--- config.mk ---
export PLATFORM = sky130hd
export DESIGN_NAME = digit_buffer_echo
export DESIGN_NICKNAME = d
export VERILOG_FILES = /design/src/rtl/calc_pkg.sv /design/src/rtl/digit_buffer_echo_rise_detect.sv /design/src/rtl/digit_buffer_echo.sv
export SDC_FILE = /design/constraint.sdc
export NUM_CORES = 1
export LEC_CHECK = 0
export CORE_MARGIN = 4
export CORE_UTILIZATION = 30
export CTS_BUF_LIST = sky130_fd_sc_hd__clkbuf_4 sky130_fd_sc_hd__clkbuf_8 sky130_fd_sc_hd__clkbuf_16
export CTS_CLUSTER_SIZE = 12
export DETAILED_ROUTE_END_ITERATION = 8
export PLACE_DENSITY_LB_ADDON = 0.25
export SLEW_MARGIN = 5
export SYNTH_ARGS = -nofsm -noshare
export SYNTH_HDL_FRONTEND = slang
export SYNTH_SLANG_ARGS = --single-unit
--- constraint.sdc ---
create_clock -name clk -period 7.4 [get_ports clk]
set_clock_uncertainty 0.1 [all_clocks]
set_input_delay 1.11 -clock clk [delete_from_list [all_inputs] [get_ports clk]]
set_output_delay 1.11 -clock clk [all_outputs]
set_load 0.01 [all_outputs]
--- src/rtl/calc_pkg.sv ---
// Shared ASCII constants, echo FSM states and byte classifiers for the calculator front end.
package calc_pkg;

   localparam logic [7:0] ASCII_DIGIT_BASE = 8'h30;
   localparam logic [7:0] ASCII_DIGIT_LAST = 8'h39;
   localparam logic [7:0] ASCII_BS         = 8'h08;
   localparam logic [7:0] ASCII_DEL        = 8'h7F;
   localparam logic [7:0] ASCII_CR         = 8'h0D;
   localparam logic [7:0] ASCII_LF         = 8'h0A;

   typedef enum logic [2:0] {
      IDLE,
      LOAD,
      SEND,
      GAP,
      WAIT,
      DONE,
      CR,
      LF
   } echo_state_t;

   typedef enum logic [1:0] {
      SEL_DIGIT,
      SEL_CR,
      SEL_LF
   } byte_sel_t;

   function automatic logic is_digit(input logic [7:0] b);
      return (b >= ASCII_DIGIT_BASE) && (b <= ASCII_DIGIT_LAST);
   endfunction

   function automatic logic is_backspace(input logic [7:0] b);
      return (b == ASCII_BS) || (b == ASCII_DEL);
   endfunction

endpackage

--- src/rtl/digit_buffer_echo_rise_detect.sv ---
// Rising-edge detector for a synchronous level input; o_rise is high for the first cycle the level is seen high.
module rise_detect (
   input  logic i_clk,
   input  logic i_rst_n,
   input  logic i_level,
   output logic o_rise
);

   logic r_prev;

   always_ff @(posedge i_clk or negedge i_rst_n) begin
      if (!i_rst_n) r_prev <= 1'b0;
      else          r_prev <= i_level;
   end

   assign o_rise = i_level & ~r_prev;

endmodule

--- src/rtl/digit_buffer_echo.sv ---
// Digit-entry buffer with clear/backspace editing, submit-time snapshot, ASCII echo and scrolling display window.
// Build option: define TX_CRLF_EN to append CR LF after every echo (also sent when the snapshot is empty).
module digit_buffer_echo
   import calc_pkg::*;
#(
   parameter  int DEPTH  = 8,
   parameter  int WINDOW = 4,
   localparam int CW     = $clog2(DEPTH + 1)
) (
   input  logic                clk,
   input  logic                reset,
   input  logic [7:0]          rx_data,
   input  logic                rx_valid,
   input  logic                clear,
   input  logic                submit,
   input  logic                scroll_tick,
   input  logic                tx_busy,
   output logic                tx_start,
   output logic [7:0]          tx_data,
   output logic [CW-1:0]       n,
   output logic [4*WINDOW-1:0] win_digits,
   output logic                overflow,
   output logic                echo_busy
);

   localparam int              IW       = (DEPTH > 1) ? $clog2(DEPTH) : 1;
   localparam logic [CW-1:0]   DEPTH_C  = CW'(DEPTH);
   localparam logic [CW-1:0]   WINDOW_C = CW'(WINDOW);
   localparam logic [IW-1:0]   LAST_IDX = IW'(DEPTH - 1);

   logic [3:0]          r_mem  [DEPTH];
   logic [3:0]          r_snap [DEPTH];
   logic [CW-1:0]       r_cnt;
   logic                r_overflow;
   logic [CW-1:0]       r_n;
   logic [CW-1:0]       r_pos;
   logic [4*WINDOW-1:0] r_win;
   logic [IW-1:0]       r_idx;
   byte_sel_t           r_sel;
   logic [7:0]          r_tx_hold;
   echo_state_t         r_state;
   echo_state_t         w_state_nxt;

   logic                w_clear_rise;
   logic                w_submit_rise;
   logic                w_submit_go;
   logic                w_is_digit;
   logic                w_is_bs;
   logic                w_tx_start;
   logic [7:0]          w_tx_byte;
   logic [CW-1:0]       w_maxpos;
   logic [CW-1:0]       w_span;
   logic [CW-1:0]       w_base;
   logic [IW-1:0]       w_sel;
   logic [4*WINDOW-1:0] w_win;

   rise_detect u_clear_rise (
      .i_clk   (clk),
      .i_rst_n (reset),
      .i_level (clear),
      .o_rise  (w_clear_rise)
   );

   rise_detect u_submit_rise (
      .i_clk   (clk),
      .i_rst_n (reset),
      .i_level (submit),
      .o_rise  (w_submit_rise)
   );

   assign w_is_digit  = rx_valid && is_digit(rx_data);
   assign w_is_bs     = rx_valid && is_backspace(rx_data);
   assign w_submit_go = w_submit_rise && (r_state == IDLE);

   // Live buffer: clear edge has priority and drops a same-cycle received byte.
   always_ff @(posedge clk or negedge reset) begin
      if (!reset) begin
         for (int unsigned i = 0; i < DEPTH; i++) r_mem[i] <= '0;
         r_cnt      <= '0;
         r_overflow <= 1'b0;
      end else if (w_clear_rise) begin
         for (int unsigned i = 0; i < DEPTH; i++) r_mem[i] <= '0;
         r_cnt      <= '0;
         r_overflow <= 1'b0;
      end else if (w_is_digit) begin
         for (int unsigned i = 0; i < DEPTH - 1; i++) r_mem[i] <= r_mem[i+1];
         r_mem[DEPTH-1] <= rx_data[3:0];
         if (r_cnt == DEPTH_C) r_overflow <= 1'b1;
         else                  r_cnt      <= r_cnt + 1'b1;
      end else if (w_is_bs && (r_cnt != '0)) begin
         for (int unsigned i = 1; i < DEPTH; i++) r_mem[i] <= r_mem[i-1];
         r_mem[0] <= '0;
         r_cnt    <= r_cnt - 1'b1;
      end
   end

   always_comb begin
      w_maxpos = (r_n > WINDOW_C) ? (r_n - WINDOW_C) : '0;
      w_span   = (r_n > WINDOW_C) ? r_n : WINDOW_C;
      w_base   = DEPTH_C - w_span + r_pos;
      w_sel    = '0;
      w_win    = '0;
      for (int unsigned j = 0; j < WINDOW; j++) begin
         w_sel = IW'(w_base + CW'(j));
         w_win[4*(WINDOW-1-j) +: 4] = r_snap[w_sel];
      end
   end

   always_ff @(posedge clk or negedge reset) begin
      if (!reset) begin
         for (int unsigned i = 0; i < DEPTH; i++) r_snap[i] <= '0;
         r_n   <= '0;
         r_pos <= '0;
         r_win <= '0;
      end else begin
         r_win <= w_win;
         if (w_submit_go) begin
            for (int unsigned i = 0; i < DEPTH; i++) r_snap[i] <= r_mem[i];
            r_n   <= r_cnt;
            r_pos <= '0;
         end else if (scroll_tick) begin
            r_pos <= (r_pos >= w_maxpos) ? '0 : r_pos + 1'b1;
         end
      end
   end

   always_ff @(posedge clk or negedge reset) begin
      if (!reset) r_state <= IDLE;
      else        r_state <= w_state_nxt;
   end

   always_comb begin
      w_state_nxt = r_state;
      w_tx_start  = 1'b0;
      case (r_state)
         IDLE: if (w_submit_go) w_state_nxt = LOAD;
         LOAD: begin
            if (r_n == '0) begin
`ifdef TX_CRLF_EN
               w_state_nxt = CR;
`else
               w_state_nxt = DONE;
`endif
            end else begin
               w_state_nxt = SEND;
            end
         end
         SEND: begin
            if (!tx_busy) begin
               w_tx_start  = 1'b1;
               w_state_nxt = GAP;
            end
         end
         GAP:  w_state_nxt = WAIT;
         WAIT: begin
            if (!tx_busy) begin
               case (r_sel)
                  SEL_DIGIT: begin
                     if (r_idx == LAST_IDX) begin
`ifdef TX_CRLF_EN
                        w_state_nxt = CR;
`else
                        w_state_nxt = DONE;
`endif
                     end else begin
                        w_state_nxt = SEND;
                     end
                  end
                  SEL_CR:  w_state_nxt = LF;
                  default: w_state_nxt = DONE;
               endcase
            end
         end
         DONE:    w_state_nxt = IDLE;
         CR, LF:  w_state_nxt = SEND;
         default: w_state_nxt = IDLE;
      endcase
   end

   always_comb begin
      case (r_sel)
         SEL_DIGIT: w_tx_byte = {ASCII_DIGIT_BASE[7:4], r_snap[r_idx]};
         SEL_CR:    w_tx_byte = ASCII_CR;
         default:   w_tx_byte = ASCII_LF;
      endcase
   end

   // r_tx_hold keeps the last byte on tx_data between starts and reads 0 whenever the FSM is idle.
   always_ff @(posedge clk or negedge reset) begin
      if (!reset) begin
         r_idx     <= '0;
         r_sel     <= SEL_DIGIT;
         r_tx_hold <= '0;
      end else begin
         case (r_state)
            LOAD: begin
               r_idx <= IW'(DEPTH_C - r_n);
               r_sel <= SEL_DIGIT;
            end
            WAIT: begin
               if (!tx_busy && (r_sel == SEL_DIGIT) && (r_idx != LAST_IDX))
                  r_idx <= r_idx + 1'b1;
            end
            CR:      r_sel <= SEL_CR;
            LF:      r_sel <= SEL_LF;
            default: ;
         endcase
         if (w_state_nxt == IDLE) r_tx_hold <= '0;
         else if (w_tx_start)     r_tx_hold <= w_tx_byte;
      end
   end

   assign tx_start   = w_tx_start;
   assign tx_data    = w_tx_start ? w_tx_byte : r_tx_hold;
   assign n          = r_n;
   assign win_digits = r_win;
   assign overflow   = r_overflow;
   assign echo_busy  = (r_state != IDLE);

endmodule

# ---- Word level (Yosys, flattened, before mapping)
# Cells that the tools add are included.
# Widths: inputs -> output; s select.
dict set report word_totals {
  regBits 111
  latch_bits 0
  ramBits 0
  rom_bits 0
  input_bits 15
  output_inout_bits 31
  wordCells 141
  n_memories 0
}
dict set report classes {
  add_sub_neg 11
  mul 0
  n_div 0
  order_cmp 9
  n_eq_ne 15
  n_shift 0
  n_mux 45
  bitwise 9
  reduce_logical 25
}
# cell count
set op_table {}
lappend op_table {{$mux 32} 3}
lappend op_table {{$mux 4} 18}
lappend op_table {{$bmux 4 s3} 5}
lappend op_table {{$mux 3} 7}
lappend op_table {{$pmux 3 s7} 1}
lappend op_table {{$ge 4x4->1 const B} 5}
lappend op_table {{$not 3->4} 5}
lappend op_table {{$mux 8} 2}
lappend op_table {{$eq 3x3->1 const B} 5}
lappend op_table {{$pmux 3 s2} 2}
lappend op_table {{$pmux 6 s2} 1}
lappend op_table {{$reduce_bool 3->1} 3}
lappend op_table {{$add 4x1->4 const B} 2}
lappend op_table {{$eq 8x4->1 const B} 1}
lappend op_table {{$eq 8x7->1 const B} 1}
lappend op_table {{$ge 8x6->1 const B} 1}
lappend op_table {{$le 8x6->1 const B} 1}
lappend op_table {{$reduce_bool 2->1} 4}
lappend op_table {{$logic_and 1x1->1} 7}
lappend op_table {{$add 3x1->3 const B} 2}
lappend op_table {{$add 3x2->3 const B} 2}
lappend op_table {{$eq 3x2->1 const B} 2}
lappend op_table {{$logic_not 3->1} 2}
lappend op_table {{$pmux 2 s3} 1}
lappend op_table {{22 further kinds} 31}

# ---- Longest topological paths before layout
dict set report depth {
  word_depth 9
  ltp_mapped 13
  mapped_depth_nobuf 13
}

# ---- Cells and area by module
# A second synthesis with hierarchy kept.
dict set report unflattened {
  hier_cells 605
  area_unflattened_um2 6259.8
}
# mod n_inst cells_each area_each_um2 seq_area_each_um2
set modules_own_cells {}
lappend modules_own_cells {digit_buffer_echo 1 601 6182.2 2727.6}
lappend modules_own_cells {rise_detect 2 2 38.8 25.0}

# ---- Worst setup path after synthesis
# OpenSTA, ideal clock, no wires.
dict set report synth_path {
  kind {input to output}
  from {input tx_busy}
  to {output tx_data[2]}
  arrival_time_ns 2.316
  required_time_ns 6.190
  slack_ns 3.874
  cell_stages 5
  n_path_buf 1
  cell_sequence {or4b_1 clkbuf_1 inv_1 nand2b_1 o21ai_0}
}
dict set report synth_between {
  elab_chain_len 3
}
# element line_no
set synth_lines {}
lappend synth_lines {{start: declaration} digit_buffer_echo.sv:17} ;# input logic tx_busy,
lappend synth_lines {{$mux 1} digit_buffer_echo.sv:149} ;# if (!tx_busy) begin
lappend synth_lines {{$mux 1} digit_buffer_echo.sv:135} ;# case (r_state)
lappend synth_lines {{named net tx_start} digit_buffer_echo.sv:18} ;# output logic tx_start,
lappend synth_lines {{$mux 8} digit_buffer_echo.sv:214} ;# assign tx_data = w_tx_start ? w_tx_byte : r_tx_hold;
lappend synth_lines {{end: declaration} digit_buffer_echo.sv:19} ;# output logic [7:0] tx_data,
# The timed path passes the listed nets, and every way through them passes these cells.

# ---- Worst setup path after layout
dict set report layout_path {
  from {input tx_busy}
  to {output tx_data[4]}
}
dict set report layout_between {
  elab_chain_len 3
}
# element line_no
set layout_lines {}
lappend layout_lines {{$mux 1} digit_buffer_echo.sv:149}
lappend layout_lines {{$mux 1} digit_buffer_echo.sv:135}
lappend layout_lines {{$mux 8} digit_buffer_echo.sv:214}
# No other way between the ends.

==> flow_summary.yaml <==
run_status:
  status: "finished clean"
clocking:
  clk_path_buf_depth: 2
  cts.clk_slew.worst_paths_ns: 0.07
  cts_resized: 0
  ctsHoldBuffers: 0
  post_cts_buffers: 0
  cts_tree: "yes"
  htreeDepth: 3
  clock-sinks: 111
  cts_buffers: 9
  clk_latency_ns: 0.35
  ctsRootBufferMaster: "clkbuf_16"
setup_path:
  crit_cells: 7
  required_ns: 6.19
  critical-path-max-stage-delay_ns: 0.67
  path_class: "input pin to primary output"
  crit_top_cell: "clkdlybuf4s50_1"
  end_kind: "primary output"
  path_cells: "clkdlybuf4s50_1 -> or4b_1 -> inv_1 -> nand2b_1 -> nor2_1 -> a21o_1 -> clkdlybuf4s50_1"
  r2r_cells: 12
  cp_data_arrival_time_ns: 3.36
  crit_path_start_kind: "input pin"
  crit_fanout: 10
  cpMaxStageDelayCell: "or4b_1"
  path_delay_family: "buffers and inverters"
  critical_path_buf_inv_count: 3
cells_and_area:
  nets: 598
  antenna_cells: 0
  area_growth_pct: 16.7
  drive_gt1_share_pct: 17.6
synthesis:
  ys_ff_latch: 111
  synth_top_flop_cell: "dfrtp_1"
  syn_inst: 537
  seq_area_frac_synth_pct: 47.0
  synthArstFlopShare_pct: 100
  synth_top_cell_by_area: "dfrtp_1"
  synthTopCellsByCount: "dfrtp_1 (111), mux2_2 (61), o21ai_0 (47)"
  synth.avg_cell_area_um2: 11.0
  syn-num-nets: 566
  synth_most_common_cell: "dfrtp_1"
  synthSimpleGateAreaFrac_pct: 10.8
  synth_mux_area_share_pct: 22.7
  netlist_area_um2: 5910
  synth_top_cell_area_share_pct: 47.0
  synth_area_leaders: "dfrtp_1 (47%), mux2_2 (12%), mux2i_1 (6.3%)"
  synth-xor-area-share_pct: 0.593
  synth_cell_type_count: 54
  synth_warnings: 0
  synth_top_family_by_area: "multiplexers"
  synth_edf_count: 0
  synth-compound-area-share_pct: 12.6
  synth_fa_ha_area_share_pct: 3.22
drt:
  vias: 4161
  first_pass_iters: 4
  ant_nets: 0
  totalWireLength_um: 13500
  drt_iter0_drc: 291
  drc: 0
  via_per_inst: 4.96
  avgRoutedWirePerCell_um: 16.1
floorplan:
  core_um2: 19400
  dieArea_um2: 22000
  start_util_pct: 30.5
  io_pins: 46
  row_count: 51
  fp.dieW_um: 148
  die_h_um: 148
sta:
  final_max_slew_viol_count: 0
  max-slew-margin-rel_pct: 20.3
  hold_viol: 0
  fin_crit_ns: 4.57
  rsz0062_at_grt: "no"
  setup_viol: 0
  period_share_pct: 61.7
  fmaxAchievable_mhz: 219
  fin_setup_tns_ns: 0
  tightest_slew_ns: 1.20
flow_run:
  maxCapViolCount: 0
min_path:
  holdPathStages: 2
  hold_class: "flop to flop"
grt:
  grt_pass1_wl_um: 22600
  grt_usage_pct: 12.8
  antenna_found_initial: 0
  first_global_vias: 4244
  overflow: 0
  grt_max_degree: 75
pwr:
  p_leak_uw: 0.00306
  power.total_uw: 1880
  power_density_nw_per_um2: 273
  peakVddDrop_v: 0.0000944
placed_design:
  portBuffers: 45
  hpwl_um: 9520
  gp_congestion: 0.734
-- tightest hold or removal path: stages, from the launching register on --
cell,delay [ns]
dfrtp_1,0.35
nor2_1,0.05
nor2_1,0.07
-- logic make-up after synthesis --
group                      after synthesis
buffers and inverters                   44
DFF                                    111
muxes                                  111
and+or+nand+nor                        125
adders and majority gates               14
AOI/OAI and AO/OA                      128
xor gates and xnor gates                 4
-- placed cells by master, fill, tap and decap left out, types with 2 or more instances in the layout --
cell,instances
dfrtp_1,111
mux2_2,61
o21ai_0,47
clkdlybuf4s50_1,44
a21oi_1,41
nand2_1,40
mux2i_1,37
nor2_1,25
nor2b_1,16
mux4_2,12
ha_1,12
inv_1,11
a31oi_1,10
clkbuf_16,9
nand2b_1,8
nand3_1,8
buf_4,8
a211oi_1,5
a21o_1,4
a211o_1,4
nor3_1,4
and3_1,3
o22ai_1,3
nor4_1,3
xnor2_1,3
and2_1,3
nand4_1,3
nand4b_1,2
o41a_1,2
clkinv_1,2
o21a_1,2
or4_1,2
fa_1,2
inv_8,2
-- routing by layer --
layer | GRT usage [%] | vias up | part of all wire (%)
met4 | 4.67 | 0 | 1.2
met5 | 0 | - | 0
met2 | 19.6 | 85 | 45
met3 | 2.07 | 12 | 4.2
li1 | - | 2026 | -
met1 | 18.5 | 2038 | 50
-- layout make-up --
cell class	instances	area, um^2
Tap cell	265	332
Multi-Input combinational cell	382	2950
Sequential cell	111	2780
Timing Repair Buffer	52	500
Fill cell	1964	12500
Clock buffer	10	239
Inverter	13	48.8
Clock inverter	6	52.6
-- where the power goes --
part           switching, uW  internal (uW)
registers                118            708
clock network            234            244
logic                    275            305
-- state kept, by name, summed over array words and instances (netlist names) --
| register | cells |
|---|---|
| u_submit_rise.r_prev | 1 |
| n | 4 |
| overflow | 1 |
| r_tx_hold | 8 |
| r_sel | 2 |
| r_state | 3 |
| u_clear_rise.r_prev | 1 |
| r_snap | 32 |
| r_idx | 3 |
| r_cnt | 4 |
| r_pos | 4 |
| r_mem | 32 |
| win_digits | 16 |
-- final timing paths --
| path | from | end | slack (ns) |
|---|---|---|---|
| max | tx_busy | tx_data[4] | 2.83 |
| min | overflow$_DFFE_PN0P_ | overflow$_DFFE_PN0P_ | 0.41 |
| max reg2reg | n[0]$_DFFE_PN0P_ | win_digits[2]$_DFF_PN0_ | 3.41 |
| min reg2reg | overflow$_DFFE_PN0P_ | overflow$_DFFE_PN0P_ | 0.41 |
| max in group asynchronous | reset | r_snap[9]$_DFFE_PN0P_ | 5.28 |
| min in group asynchronous | reset | r_pos[1]$_DFFE_PN0P_ | 0.61 |
-- through the flow --
| stage | std cells | instance area, um^2 | hold WS [ns] | util (%) | setup WS (ns) |
|---|---|---|---|---|---|
| 3_5_place_dp | 823 | 6610 | 0.401 | 34.0 | 2.84 |
| 5_1_grt | 839 | 6900 | 0.435 | 35.6 | 2.68 |
| 4_1_cts | 839 | 6900 | 0.418 | 35.6 | 2.83 |
| 3_3_place_gp | 823 | 6610 | 0.407 | 34.0 | 2.93 |
| 6_report | 839 | 6900 | 0.405 | 35.6 | 2.83 |
| 2_1_floorplan | 537 | 5910 | 0.376 | - | 3.87 |
Power figures use the tool's default switching activity.
